$ cat config.mk
export PLATFORM = sky130hd
export DESIGN_NAME = uart_rx_os16
export DESIGN_NICKNAME = d
export VERILOG_FILES = /design/src/rtl/uart_rx_os16.sv
export SDC_FILE = /design/constraint.sdc
export NUM_CORES = 1
export LEC_CHECK = 0
export CAP_MARGIN = 25
export CORE_MARGIN = 2
export CORE_UTILIZATION = 44
export DETAILED_ROUTE_END_ITERATION = 8
export PLACE_DENSITY_LB_ADDON = 0.12
export SKIP_CTS_REPAIR_TIMING = 1
export SLEW_MARGIN = 15
export SYNTH_ARGS = -nofsm -noshare
export SYNTH_HDL_FRONTEND = slang
export SYNTH_SLANG_ARGS = --single-unit
$ cat constraint.sdc
create_clock -name clk -period 2.2 [get_ports clk]
set_clock_uncertainty 0.05 [all_clocks]
set_input_delay 0.55 -clock clk [delete_from_list [all_inputs] [get_ports clk]]
set_output_delay 0.55 -clock clk [all_outputs]
set_load 0.05 [all_outputs]
$ cat src/rtl/uart_rx_os16.sv
// ---------------------------------------------------------------------------
// uart_rx_os16
//
// UART receiver (8N1 by default) using 16x oversampling. It sits directly
// downstream of the UART clock generator and takes that block's rxclk square
// wave (16x baud, synchronous to clk). Each rxclk rising edge becomes a
// one-clk sample tick, and the receive state machine only advances on ticks.
//
// Ports:
//   clk       in   system (master) clock
//   rst       in   synchronous, active-high reset
//   rxclk     in   16x-baud square wave from the clock generator
//   rx        in   asynchronous serial line, idle high
//   rx_data   out  last correctly framed byte, held until the next good frame
//   rx_valid  out  one-clk pulse when rx_data updates
//   frame_err out  one-clk pulse when a stop bit is sampled low
//   busy      out  high whenever the receiver is not idle
// ---------------------------------------------------------------------------
module uart_rx_os16 #(
  parameter int DATA_BITS  = 8,
  parameter int OVERSAMPLE = 16
) (
  input  logic                 clk,
  input  logic                 rst,
  input  logic                 rxclk,
  input  logic                 rx,
  output logic [DATA_BITS-1:0] rx_data,
  output logic                 rx_valid,
  output logic                 frame_err,
  output logic                 busy
);

  localparam int OS_W  = $clog2(OVERSAMPLE);
  localparam int BIT_W = $clog2(DATA_BITS);
  localparam int MID   = OVERSAMPLE / 2 - 1;

  localparam logic [OS_W-1:0]  OS_MID   = OS_W'(MID);
  localparam logic [OS_W-1:0]  OS_LAST  = OS_W'(OVERSAMPLE - 1);
  localparam logic [BIT_W-1:0] BIT_LAST = BIT_W'(DATA_BITS - 1);

  typedef enum logic [2:0] {
    S_IDLE,
    S_START,
    S_DATA,
    S_STOP,
    S_BREAK
  } state_e;

  logic                 rxMeta_q;
  logic                 rxSync_q;
  logic                 rxclkQ1_q;
  logic                 rxclkQ2_q;
  logic                 tick;

  state_e               state_q;
  logic [OS_W-1:0]      osCnt_q;
  logic [BIT_W-1:0]     bitCnt_q;
  logic [DATA_BITS-1:0] shift_q;
  logic [DATA_BITS-1:0] rxData_q;
  logic                 rxValid_q;
  logic                 frameErr_q;

  // Input conditioning: a two-flop synchroniser for the asynchronous serial
  // line, and a two-stage register on rxclk for rising-edge detection. All
  // four flops reset high, so an idle-high line does not look like a start
  // bit and an rxclk that is already high at release does not fire a tick.
  always_ff @(posedge clk) begin
    if (rst) begin
      rxMeta_q  <= 1'b1;
      rxSync_q  <= 1'b1;
      rxclkQ1_q <= 1'b1;
      rxclkQ2_q <= 1'b1;
    end else begin
      rxMeta_q  <= rx;
      rxSync_q  <= rxMeta_q;
      rxclkQ1_q <= rxclk;
      rxclkQ2_q <= rxclkQ1_q;
    end
  end

  // Exactly one clk high per rxclk rising edge.
  assign tick = rxclkQ1_q & ~rxclkQ2_q;

  // Receive state machine. Everything advances on ticks only, except the
  // output pulses, which are cleared every clk so they last exactly one clk.
  // The start bit is re-checked at mid-bit to reject glitches; data and stop
  // bits are then sampled every 16 ticks from that mid-bit point. STOP
  // hands back to IDLE at mid-stop-bit so a back-to-back start edge is seen.
  // A low stop bit parks the FSM in BREAK until the line goes high again, so
  // a held-low line cannot re-trigger frames.
  always_ff @(posedge clk) begin
    if (rst) begin
      state_q    <= S_IDLE;
      osCnt_q    <= '0;
      bitCnt_q   <= '0;
      shift_q    <= '0;
      rxData_q   <= '0;
      rxValid_q  <= 1'b0;
      frameErr_q <= 1'b0;
    end else begin
      rxValid_q  <= 1'b0;
      frameErr_q <= 1'b0;
      if (tick) begin
        case (state_q)
          S_IDLE: begin
            if (!rxSync_q) begin
              state_q <= S_START;
              osCnt_q <= '0;
            end
          end
          S_START: begin
            if (osCnt_q != OS_MID) begin
              osCnt_q <= osCnt_q + OS_W'(1);
            end else if (!rxSync_q) begin
              state_q  <= S_DATA;
              osCnt_q  <= '0;
              bitCnt_q <= '0;
            end else begin
              state_q <= S_IDLE;
            end
          end
          S_DATA: begin
            if (osCnt_q != OS_LAST) begin
              osCnt_q <= osCnt_q + OS_W'(1);
            end else begin
              // LSB arrives first, so shift in from the top.
              shift_q <= {rxSync_q, shift_q[DATA_BITS-1:1]};
              osCnt_q <= '0;
              if (bitCnt_q == BIT_LAST) begin
                state_q <= S_STOP;
              end else begin
                bitCnt_q <= bitCnt_q + BIT_W'(1);
              end
            end
          end
          S_STOP: begin
            if (osCnt_q != OS_LAST) begin
              osCnt_q <= osCnt_q + OS_W'(1);
            end else if (rxSync_q) begin
              rxData_q  <= shift_q;
              rxValid_q <= 1'b1;
              state_q   <= S_IDLE;
            end else begin
              frameErr_q <= 1'b1;
              state_q    <= S_BREAK;
            end
          end
          S_BREAK: begin
            if (rxSync_q) begin
              state_q <= S_IDLE;
            end
          end
          default: begin
            state_q <= S_IDLE;
          end
        endcase
      end
    end
  end

  assign rx_data   = rxData_q;
  assign rx_valid  = rxValid_q;
  assign frame_err = frameErr_q;
  assign busy      = (state_q != S_IDLE);

endmodule

==> flow_summary.ini <==
[outcome]
status = completed

[synth]
synth_ff_type = dfxtp_1
synthSimpleGateAreaFrac = 0.228
synth_top_area_share = 0.461
synth_cells = 147
synth_top_family_by_area = simple AND/OR/NAND/NOR gates
synth_edf_count = 0
synth-adder-area-share = 0.0270
synth_cell_types = 38
yosysTopAreaCell = dfxtp_1
ys_seq_area_frac = 0.461
synthTopCellsByArea = dfxtp_1 (46%), mux2i_1 (12%), nor2_1 (5.7%)
syn-mean-instance-area_um2 = 9.46
async_flop_share = 0
synth-compound-area-share = 0.106
synth.area.mux_share = 0.131
syn_area_um2 = 1390
yosysWarnings = 0
synth-xor-area-share = 0.00630
synth_nets = 154
yosys_register_bits = 32

[grt]
grt_pass1_wl_um = 4230
grt_max_degree = 30
antenna_found_initial = 0
grt_pass1_vias = 987
gr-usage-all-layers = 0.159
grt.overflow.total = 0

[drt]
drtIter0Drc = 38
drc = 0
dr.pass1.iters = 4
viasPerCell = 5.07
via_count = 1065
wl_per_cell_um = 11.7
route.final.wire_length_um = 2450
ant_nets = 0

[timing]
min_period_ns = 2.08
setup_viol = 0
timing.setup.tns_ns = 0
timing.final.crit_share = 0.943
hold_viol = 0
max_slew_margin = 0.652
setup_ws_ns = 0.125
rsz0062_at_grt = no
hold_slack_ns = 0.367
slew_viol_final = 0
tightest_slew_ns = 0.522
clock.fmax_mhz = 482

[floorplan]
io_pins = 15
die_y_um = 60.2
dieArea_um2 = 3620
core_area_um2 = 3030
num_rows = 20
initial_core_util = 0.459
chipWidth_um = 60.2

[critical_path]
worstSetupPathType = reg2out
cp_top_family = buffers and inverters
end_kind = output pin
worst-path-max-fanout = 2
worstPathArrival_ns = 1.48
critical-path-max-stage-delay_ns = 0.80
crit_buf_inv = 1
required_ns = 1.60
crit_path_cell_trace = clkdlybuf4s50_1
critPathSlowestCell = clkdlybuf4s50_1
cp-start-kind = flip-flop

[cells_and_area]
area_growth_syn_to_layout_pct = 21.2
drive_gt1_frac = 0.127
multi_input_area_um2 = 694
seq_area_um2 = 641
antenna_cells = 0
n_fill_cell = 281
finalCoreUtilization = 0.557
final_common_cell = dfxtp_1
layout_common_cells = dfxtp_1 (32), nor2_1 (20), mux2i_1 (17)
final_cells = 210
postLayoutCellArea_um2 = 1690
final_net_count = 172

[power_and_ir_drop]
p_leak_nw = 0.630
powerDensity_nw_per_um2 = 625
totalPowerFinal_mw = 1.05
ir_worst_vdd_mv = 0.352

[cts]
htreeDepth = 2
cts_made_buffers = 5
clock_path_buffers = 2
insertion_delay_ns = 0.33
cts_tree = built
root_buffer = clkbuf_4
cts_sinks = 32
clk_pin_slew_ns = 0.10

[place]
port_buffers = 14
numPlacedInstances = 202
dp_hpwl_um = 1700
pre_cts_ws_ns = 0.158
gp_congestion = 0.828
place_area_um2 = 1610

[run]
max_cap_violations = 0

[worst_hold_path]
min_path_type = reg2reg
metal layers:
layer | global-route usage | vias up | share of wire
li1 | - | 552 | -
met1 | 0.193 | 487 | 0.49
met2 | 0.252 | 19 | 0.44
met3 | 0.0455 | 7 | 0.040
met4 | 0.0857 | 0 | 0.022
met5 | 0 | - | 0
power breakdown:
group / leakage [nW] / switching (mW) / internal, mW
clock network: 0.0422 / 0.194 / 0.238
registers: 0.259 / 0.00386 / 0.582
logic: 0.329 / 0.0174 / 0.0177
total: 0.630 / 0.215 / 0.838
worst register-to-register path, stage by stage, from the launching register on:
cell,delay [ns]
dfxtp_1,0.38
ha_1,0.25
nand3_1,0.23
nor3_4,0.53
mux2i_1,0.24
nor2_1,0.05
kinds of logic (layout without fill, tap and decap cells):
kind of cell             after synthesis  after routing
AND/OR/NAND/NOR                       58             58
flip-flops                            32             32
AO/OA/AOI/OAI                         22             22
multiplexers                          18             18
buffers and inverters                 13             32
adder cells (fa/ha/maj)                3              3
XOR/XNOR                               1              1
path summary, 6_finish.rpt:
| kind | start | endpoint | slack, ns | cells after the start |
|---|---|---|---|---|
| min | rxMeta_q | rxSync_q | 0.37 | 1 |
| max reg2reg | osCnt_q[0] | shift_q[0] | 0.36 | 5 |
| min reg2reg | rxMeta_q | rxSync_q | 0.37 | 1 |
| max | rx_data[3] | rx_data[3] | 0.12 | 1 |
sequential cells by signal (all words and copies together), names as in the netlist:
name	cells
rxSync_q	1
rxclkQ1_q	1
state_q	3
rx_data	8
bitCnt_q	3
frame_err	1
rxMeta_q	1
osCnt_q	4
rxclkQ2_q	1
rx_valid	1
shift_q	8
final cells by class:
class,count,share of cell area
tap,44,0.0327
inverter,5,0.0111
clock inverter,2,0.0208
multi-input combinational,102,0.412
sequential,32,0.380
timing repair buffer,19,0.119
clock buffer,6,0.0245
cells in the mapped netlist, drive strengths merged, types with 2 or more instances:
cell / instances
dfxtp: 32
nor2: 21
mux2i: 17
nand2: 8
a21oi: 6
clkbuf: 6
inv: 5
nor3: 5
nand2b: 4
nand3: 4
o21ai: 4
or2: 4
ha: 3
nor2b: 3
a22o: 2
and3: 2
buf: 2
o22ai: 2
No activity file was read; power rests on OpenSTA's default activity.
